==> src/rtl/trap_controller.sv <==
// trap_controller: machine-mode trap sequencer for the RV32 core.
// Arbitrates exceptions, interrupts and mret at instruction boundaries, owns
// the machine trap CSRs and drives the stall/flush/redirect sequence to fetch.
//
// Ports:
//   i_clk, i_rst          clock, synchronous active-high reset
//   i_valid, i_pc         instruction boundary strobe and its PC
//   i_exception,
//   i_causeNum, i_mret    decoded trap/return events
//   i_timerIrq, i_swIrq,
//   i_extIrq              level interrupt lines (mip bits 7, 3, 11)
//   i_csrWe, i_csrAddr,
//   i_csrWdata            CSR write port
//   o_csrRdata            combinational read of i_csrAddr
//   o_stall, o_flush,
//   o_redirect,
//   o_redirectPc          registered control to fetch / PC select
//
// Optional build macro: TRAP_VECTORED_EN enables vectored interrupt mode
// (mtvec[1:0] = 01 sends interrupts to base + 4*code).
module trap_controller #(
  parameter logic [31:0] MTVEC_RESET = 32'h0000_0000
) (
  input  logic        i_clk,
  input  logic        i_rst,
  input  logic        i_valid,
  input  logic [31:0] i_pc,
  input  logic        i_exception,
  input  logic [3:0]  i_causeNum,
  input  logic        i_mret,
  input  logic        i_timerIrq,
  input  logic        i_swIrq,
  input  logic        i_extIrq,
  input  logic        i_csrWe,
  input  logic [11:0] i_csrAddr,
  input  logic [31:0] i_csrWdata,
  output logic [31:0] o_csrRdata,
  output logic        o_stall,
  output logic        o_flush,
  output logic        o_redirect,
  output logic [31:0] o_redirectPc
);

  localparam logic [11:0] ADDR_MSTATUS  = 12'h300;
  localparam logic [11:0] ADDR_MIE      = 12'h304;
  localparam logic [11:0] ADDR_MTVEC    = 12'h305;
  localparam logic [11:0] ADDR_MSCRATCH = 12'h340;
  localparam logic [11:0] ADDR_MEPC     = 12'h341;
  localparam logic [11:0] ADDR_MCAUSE   = 12'h342;
  localparam logic [11:0] ADDR_MIP      = 12'h344;
  localparam logic [31:0] MIE_MASK      = 32'h0000_0888;

  typedef enum logic [1:0] {
    ST_IDLE      = 2'd0,
    ST_SAVE      = 2'd1,
    ST_TRAP_JUMP = 2'd2,
    ST_MRET_JUMP = 2'd3
  } state_e;

  state_e      state_q;
  logic        mstatus_mie_q;
  logic        mstatus_mpie_q;
  logic [31:0] mie_q;
  logic [31:0] mtvec_q;
  logic [31:0] mscratch_q;
  logic [31:0] mepc_q;
  logic [31:0] mcause_q;
  logic [31:0] pc_lat_q;
  logic [31:0] cause_lat_q;

  logic [31:0] mip;
  logic [31:0] irq_active;
  logic        irq_pending;
  logic [4:0]  irq_code;
  logic        in_idle;
  logic        trap_accept;
  logic        mret_accept;
  logic        csr_wr_en;
  logic [31:0] trap_target_d;

  // Keep only legal mtvec mode encodings.
  function automatic logic [31:0] legal_mtvec(input logic [31:0] v);
`ifdef TRAP_VECTORED_EN
    return {v[31:2], (v[1:0] == 2'b01) ? 2'b01 : 2'b00};
`else
    return {v[31:2], 2'b00};
`endif
  endfunction

  assign mip = {20'b0, i_extIrq, 3'b0, i_timerIrq, 3'b0, i_swIrq, 3'b0};
  assign irq_active  = mip & mie_q;
  assign irq_pending = mstatus_mie_q & (|irq_active);

  // Interrupt priority: external, then software, then timer.
  always_comb begin
    irq_code = 5'd7;
    if (irq_active[11])     irq_code = 5'd11;
    else if (irq_active[3]) irq_code = 5'd3;
  end

  assign in_idle     = (state_q == ST_IDLE);
  assign trap_accept = in_idle & i_valid & (i_exception | irq_pending);
  assign mret_accept = in_idle & i_valid & ~trap_accept & i_mret;
  // The trapping instruction never commits its CSR write.
  assign csr_wr_en   = in_idle & i_csrWe & ~trap_accept;

  // Trap vector, evaluated in SAVE from the latched cause.
  always_comb begin
    trap_target_d = {mtvec_q[31:2], 2'b00};
`ifdef TRAP_VECTORED_EN
    if (cause_lat_q[31] && (mtvec_q[1:0] == 2'b01)) begin
      trap_target_d = {mtvec_q[31:2], 2'b00} + {25'b0, cause_lat_q[4:0], 2'b00};
    end
`endif
  end

  // CSR read mux.
  always_comb begin
    o_csrRdata = 32'h0;
    case (i_csrAddr)
      ADDR_MSTATUS:  o_csrRdata = {24'b0, mstatus_mpie_q, 3'b0, mstatus_mie_q, 3'b0};
      ADDR_MIE:      o_csrRdata = mie_q;
      ADDR_MTVEC:    o_csrRdata = mtvec_q;
      ADDR_MSCRATCH: o_csrRdata = mscratch_q;
      ADDR_MEPC:     o_csrRdata = mepc_q;
      ADDR_MCAUSE:   o_csrRdata = mcause_q;
      ADDR_MIP:      o_csrRdata = mip;
      default:       o_csrRdata = 32'h0;
    endcase
  end

  // Sequencer, CSR state and registered fetch controls.
  always_ff @(posedge i_clk) begin
    if (i_rst) begin
      state_q        <= ST_IDLE;
      mstatus_mie_q  <= 1'b0;
      mstatus_mpie_q <= 1'b0;
      mie_q          <= 32'h0;
      mtvec_q        <= legal_mtvec(MTVEC_RESET);
      mscratch_q     <= 32'h0;
      mepc_q         <= 32'h0;
      mcause_q       <= 32'h0;
      pc_lat_q       <= 32'h0;
      cause_lat_q    <= 32'h0;
      o_stall        <= 1'b0;
      o_flush        <= 1'b0;
      o_redirect     <= 1'b0;
      o_redirectPc   <= 32'h0;
    end else begin
      o_stall      <= 1'b0;
      o_flush      <= 1'b0;
      o_redirect   <= 1'b0;
      o_redirectPc <= 32'h0;
      case (state_q)
        ST_IDLE: begin
          if (trap_accept) begin
            state_q     <= ST_SAVE;
            pc_lat_q    <= i_pc;
            cause_lat_q <= i_exception ? {28'b0, i_causeNum}
                                       : {1'b1, 26'b0, irq_code};
            o_stall     <= 1'b1;
            o_flush     <= 1'b1;
          end else if (mret_accept) begin
            state_q      <= ST_MRET_JUMP;
            o_stall      <= 1'b1;
            o_flush      <= 1'b1;
            o_redirect   <= 1'b1;
            o_redirectPc <= mepc_q;
          end
          if (csr_wr_en) begin
            case (i_csrAddr)
              ADDR_MSTATUS: begin
                mstatus_mie_q  <= i_csrWdata[3];
                mstatus_mpie_q <= i_csrWdata[7];
              end
              ADDR_MIE:      mie_q      <= i_csrWdata & MIE_MASK;
              ADDR_MTVEC:    mtvec_q    <= legal_mtvec(i_csrWdata);
              ADDR_MSCRATCH: mscratch_q <= i_csrWdata;
              ADDR_MEPC:     mepc_q     <= {i_csrWdata[31:2], 2'b00};
              ADDR_MCAUSE:   mcause_q   <= i_csrWdata;
              default: ;
            endcase
          end
        end
        ST_SAVE: begin
          state_q        <= ST_TRAP_JUMP;
          mepc_q         <= {pc_lat_q[31:2], 2'b00};
          mcause_q       <= cause_lat_q;
          mstatus_mpie_q <= mstatus_mie_q;
          mstatus_mie_q  <= 1'b0;
          o_stall        <= 1'b1;
          o_redirect     <= 1'b1;
          o_redirectPc   <= trap_target_d;
        end
        ST_TRAP_JUMP: begin
          state_q <= ST_IDLE;
        end
        ST_MRET_JUMP: begin
          state_q        <= ST_IDLE;
          mstatus_mie_q  <= mstatus_mpie_q;
          mstatus_mpie_q <= 1'b1;
        end
        default: state_q <= ST_IDLE;
      endcase
    end
  end

endmodule

==> config.mk <==
export PLATFORM = sky130hd
export DESIGN_NAME = trap_controller
export DESIGN_NICKNAME = d
export VERILOG_FILES = /design/src/rtl/trap_controller.sv
export SDC_FILE = /design/constraint.sdc
export NUM_CORES = 1
export LEC_CHECK = 0
export BUFFER_PORTS_ARGS = -buffer_cell sky130_fd_sc_hd__buf_2
export CAP_MARGIN = 15
export CORE_ASPECT_RATIO = 1.4
export CORE_MARGIN = 1.5
export CORE_UTILIZATION = 55
export CTS_CLUSTER_DIAMETER = 60
export DETAILED_ROUTE_END_ITERATION = 6
export PLACE_DENSITY = 0.84
export SYNTH_ARGS = -nofsm -noshare
export SYNTH_HDL_FRONTEND = slang
export SYNTH_SLANG_ARGS = --single-unit
==> constraint.sdc <==
create_clock -name i_clk -period 6.93 [get_ports i_clk]
set_clock_uncertainty 0.2 [all_clocks]
set_input_delay 1.386 -clock i_clk [delete_from_list [all_inputs] [get_ports i_clk]]
set_output_delay 1.386 -clock i_clk [all_outputs]
set_load 0.01 [all_outputs]
Word level (Yosys, flattened, before mapping):

Index checks and enable logic that the tools add are counted.

* output and inout port bits: 67
* flip-flop bits (word level): 232
* logic and storage cells: 80
* bits of input ports: 89

* reduce and logical (&&, ||, !) cells: 13
* muxes and demuxes: 27
* bitwise operators: 11
* equality and inequality tests: 15

Operators by type and width (number)
* $mux 32: 7
* $pmux 32 s7: 1
* $pmux 32 s2: 3
* $eq 12x10->1 const B: 7
* $reduce_or 32->1: 1
* $reduce_and 3->1: 6
* $and 12x12->12: 1
* $ne 2x1->1 const B: 4
* $and 1x1->1: 7
* $mux 1: 7
* $pmux 1 s3: 2
* $pmux 2 s3: 1
* $mux 5: 1
* $eq 2x2->1 const B: 2
* $mux 2: 2
* $pmux 1 s2: 2
* $reduce_or 2->1: 2
* $mux 3: 1
* $ne 3x1->1 const B: 1
* $reduce_bool 3->1: 1
* $eq 2x1->1 const B: 1
* $logic_not 2->1: 1
* $not 1->1: 2
* $reduce_and 2->1: 1
* 2 further kinds: 2

Longest topological paths before layout:

* depth after elaboration: 11
* depth in mapped cells: 7
* gate-level depth less buffers: 4

Worst setup path after synthesis:

OpenSTA, ideal clock, no wires.

* path type: in2out
* start: in i_csrAddr[2]
* end: out o_csrRdata[10]
* setup slack: 2.399 ns
* cell stages on the path: 7
* arrival: 2.945 ns
* required time: 5.344 ns
* path buffers: 3
* cell sequence: buf_2 or4_4 nor4_2 and2_1 buf_2 buf_2 a221o_1

* longest elaborated chain between the ends: 2
* elaborated cells on any way between the ends: 8
* those cells by class: 7 x eq/ne; 1 x mux

RTL lines
* from (decl): line 35 `input logic [11:0] i_csrAddr,`
* $eq 12x10->1: line 120 `case (i_csrAddr)`
* $pmux 32 s7 (*): line 120
* to (decl): line 37 `output logic [31:0] o_csrRdata,`

Every way passes the cells marked *; elsewhere a longest branch is shown, timed or not.

Final worst setup path:

* start: in i_csrAddr[5]
* end: out o_csrRdata[2]

The elaborated chain is that of the path after synthesis.

==> key figures <==
Status
  – Status: finished clean

Critical path
  – WP data required: 5340 ps
  – Worst Path Arrival: 3920 ps
  – Crit start category: input port
  – FF-to-FF setup slack: 3510 ps
  – Worst Setup EP: o_csrRdata[2]
  – Reg-to-Reg End: mepc_q[21]$_SDFFE_PP0P_
  – Crit path max fanout: 40
  – Worst-case reg-to-reg path depth: 5
  – Critical path endpoint category: primary output
  – Critical path origin: i_csrAddr[5]
  – Reg2reg start: state_q[0]$_SDFFE_PP0P_
  – Crit Path Class: in2out

Route
  – Antenna Nets Post-Route: 0
  – Avg WL per Cell: 20.61 um
  – Final Routed Wirelength: 24.10 mm
  – Starting DRC count in detailed routing: 510
  – Vias: 7484
  – DRC: 0
  – Vias per cell: 6.402
  – Drt first pass iters: 5

Power and ir drop
  – Worst vdd ir: 0.0001680 V
  – Power Density: 233.4 mW/mm2
  – Leakage power: 4.020 nW

Synthesis
  – Synth cell types: 47
  – Ys async rst share: 0%
  – Number of enable flip-flop cells after synthesis: 0
  – Synth Instances: 863
  – Leading area contributor after synthesis: dfxtp_1
  – Sequential-to-total area share from yosys stat: 46.09%
  – Share of the synthesized area in the top cell type: 46.09%
  – Mean post-synth cell area: 10.02 um2
  – Yosys warnings: 0
  – Primary FF master, synth: dfxtp_1
  – Synthesis-stage register bit count: 199
  – Synthesized area: 0.008643 mm2
  – Top cells by area, synth: dfxtp_1 (46%), mux2i_1 (11%), nand2b_1 (7.2%)

Cells and area
  – Post-layout instance area: 0.01000 mm2
  – FF/Latch Area: 0.003985 mm2
  – Multi-input gate area: 0.004327 mm2
  – Core Util, Final: 64.66%
  – Total Nets Final: 1050
  – Layout area overhead: 15.75%
  – Layout cells sized above 1: 21.60%
  – Fillers: 1262

Timing
  – Post-route setup TNS: 0 ps
  – Fmax: 181.5 MHz
  – RSZ-0062 raised after global routing: no
  – Period utilization: 79.51%
  – Count of pins over their slew limit: 0
  – Slew headroom: 22.93%
  – Slew of the pin with the lowest slew margin: 1154 ps
  – Setup violations, final: 0
  – Hold Fails Final Rpt: 0
  – Min Tclk post-route: 5510 ps

Worst hold path
  – Hold WC Path Type: reg2reg

Clock network
  – Post-CTS Hold Buffers: 0
  – Clock sink total: 199
  – Clock Latency Late Sink: 430 ps
  – Post-cts resize count: 0
  – Setup Buffers After CTS: 0
  – CTS tree: done
  – Number of buffers created by CTS: 17
  – CTS Buffer Depth: 2
  – Htree depth: 4
  – Worst-path clk slew: 70 ps
  – Root buffer cell: clkbuf_16

Floorplanning
  – Initial Util: 55.86%
  – Die Ht: 151.3 um
  – Die area: 0.01649 mm2
  – Core Rows: 54
  – Die X: 109.0 um
  – Core ar.: 0.01547 mm2
  – # IOs: 156

Placement
  – Dpl cell area: 0.009435 mm2
  – IO Port Bufs: 151
  – Routability Congestion: 0.8543
  – Hpwl dp: 14.46 mm

GRT
  – Overflow after GRT: 0
  – Vias in the first global route: 7231
  – First-pass GRT wire length: 37.20 mm
  – Largest net degree at the start of global routing: 99
  – Initial antenna violation count: 0
  – Gr usage total: 29.23%

Flow run
  – Max_cap viols: 0
[critical path, stage by stage]
cell	delay, ps
buf_2	110
or4_4	600
nor4_4	150
buf_4	480
and2_1	340
buf_4	400
a221o_1	280
buf_2	150
[worst min path at each step]
stage / from / endpoint / slack [ps] / cells past startpoint
after floorplan: cause_lat_q[1]$_SDFFE_PP0P_ / cause_lat_q[1]$_SDFFE_PP0P_ / 230 / 2
after global placement: pc_lat_q[26]$_SDFFE_PP0P_ / pc_lat_q[26]$_SDFFE_PP0P_ / 240 / 2
after detailed placement: pc_lat_q[5]$_SDFFE_PP0P_ / pc_lat_q[5]$_SDFFE_PP0P_ / 250 / 2
after CTS: pc_lat_q[5]$_SDFFE_PP0P_ / pc_lat_q[5]$_SDFFE_PP0P_ / 260 / 2
after global routing: pc_lat_q[27]$_SDFFE_PP0P_ / pc_lat_q[27]$_SDFFE_PP0P_ / 270 / 2
final: pc_lat_q[5]$_SDFFE_PP0P_ / pc_lat_q[5]$_SDFFE_PP0P_ / 260 / 2
[cell type report]
cell class / instances / share of cell area [%]
Clock inverter: 11 / 1.238
Clock buffer: 19 / 4.427
Inverter: 4 / 0.1501
Multi-Input combinational cell: 574 / 43.25
Sequential cell: 199 / 39.83
Antenna cell: 1 / 0.02501
Tap cell: 196 / 2.451
Timing Repair Buffer: 165 / 8.629
[power breakdown]
| group | internal, mW | total [mW] | switching (mW) | leakage, nW |
|---|---|---|---|---|
| sequential | 1.17 | 1.18 | 0.0160 | 1.61 |
| clock | 0.539 | 0.973 | 0.434 | 0.272 |
| combinational | 0.0689 | 0.179 | 0.111 | 2.14 |
[cells by family (layout without fill, tap and decap cells)]
group / after synthesis / count (layout) / synth area share [%]
compound gates: 244 / 244 / 22.94
other cells: 1 / 3 / 0.04339
simple gates: 229 / 229 / 14.79
flops: 199 / 199 / 46.09
mux: 99 / 99 / 11.46
buf+inv: 91 / 199 / 4.661
[cells in the final DEF, fill, tap and decap left out, types with 5 or more instances in the layout]
cell,instances
nor3_1,5
mux2i_1,99
a221o_1,27
a211oi_1,72
buf_4,15
nand2_1,63
a22o_1,58
nand3_1,11
buf_2,150
dfxtp_1,198
a22oi_1,6
nor2_1,14
nand2b_1,100
nand4_1,5
a32o_1,29
a21oi_1,34
clkbuf_16,17
[layer usage]
layer  wire, um  vias up  global-route usage, %
li1           -     3408                      -
met1       9427     3630                  35.24
met2      12180      375                  50.69
met3       1678       71                  4.217
met4        807        0                  13.68
met5          0        -                      0
[registers in the layout, summed over array words and instances (netlist names)]
signal	count
cause_lat_q	5
mcause_q	32
mepc_q	30
mie_q	3
mscratch_q	32
mstatus_mie_q	1
mstatus_mpie_q	1
mtvec_q	30
o_flush	1
o_redirect	1
o_redirectPc	30
o_stall	1
pc_lat_q	30
state_q	2
[synthesized netlist by cell type (4+ instances only)]
library cell / n
buf_2: 22
mux2i_1: 99
inv_1: 4
buf_4: 5
a22o_1: 58
nand4_1: 5
nand3_1: 11
nor2_1: 16
nand2b_1: 100
a211oi_1: 72
nor2b_1: 4
a21oi_1: 34
nor3_1: 5
clkbuf_1: 57
a32o_1: 29
a22oi_1: 6
dfxtp_1: 199
nand2_1: 63
a221o_1: 27
[metrics by stage]
| stage | hold slack [ps] | setup WS, ps | instances | power (mW) |
|---|---|---|---|---|
| finish | 256.8 | 1420 | 1169 | 2.335 |
| CTS | 256.6 | 1489 | 1168 | 2.331 |
| global placement | 240.9 | 1515 | 1138 | 1.380 |
| floorplan | 231.6 | 2399 | 864 | 1.314 |
| global route | 274.1 | 1369 | 1168 | 2.395 |
| detailed placement | 247.0 | 1475 | 1138 | 1.384 |
Power figures use the tool's default switching activity.
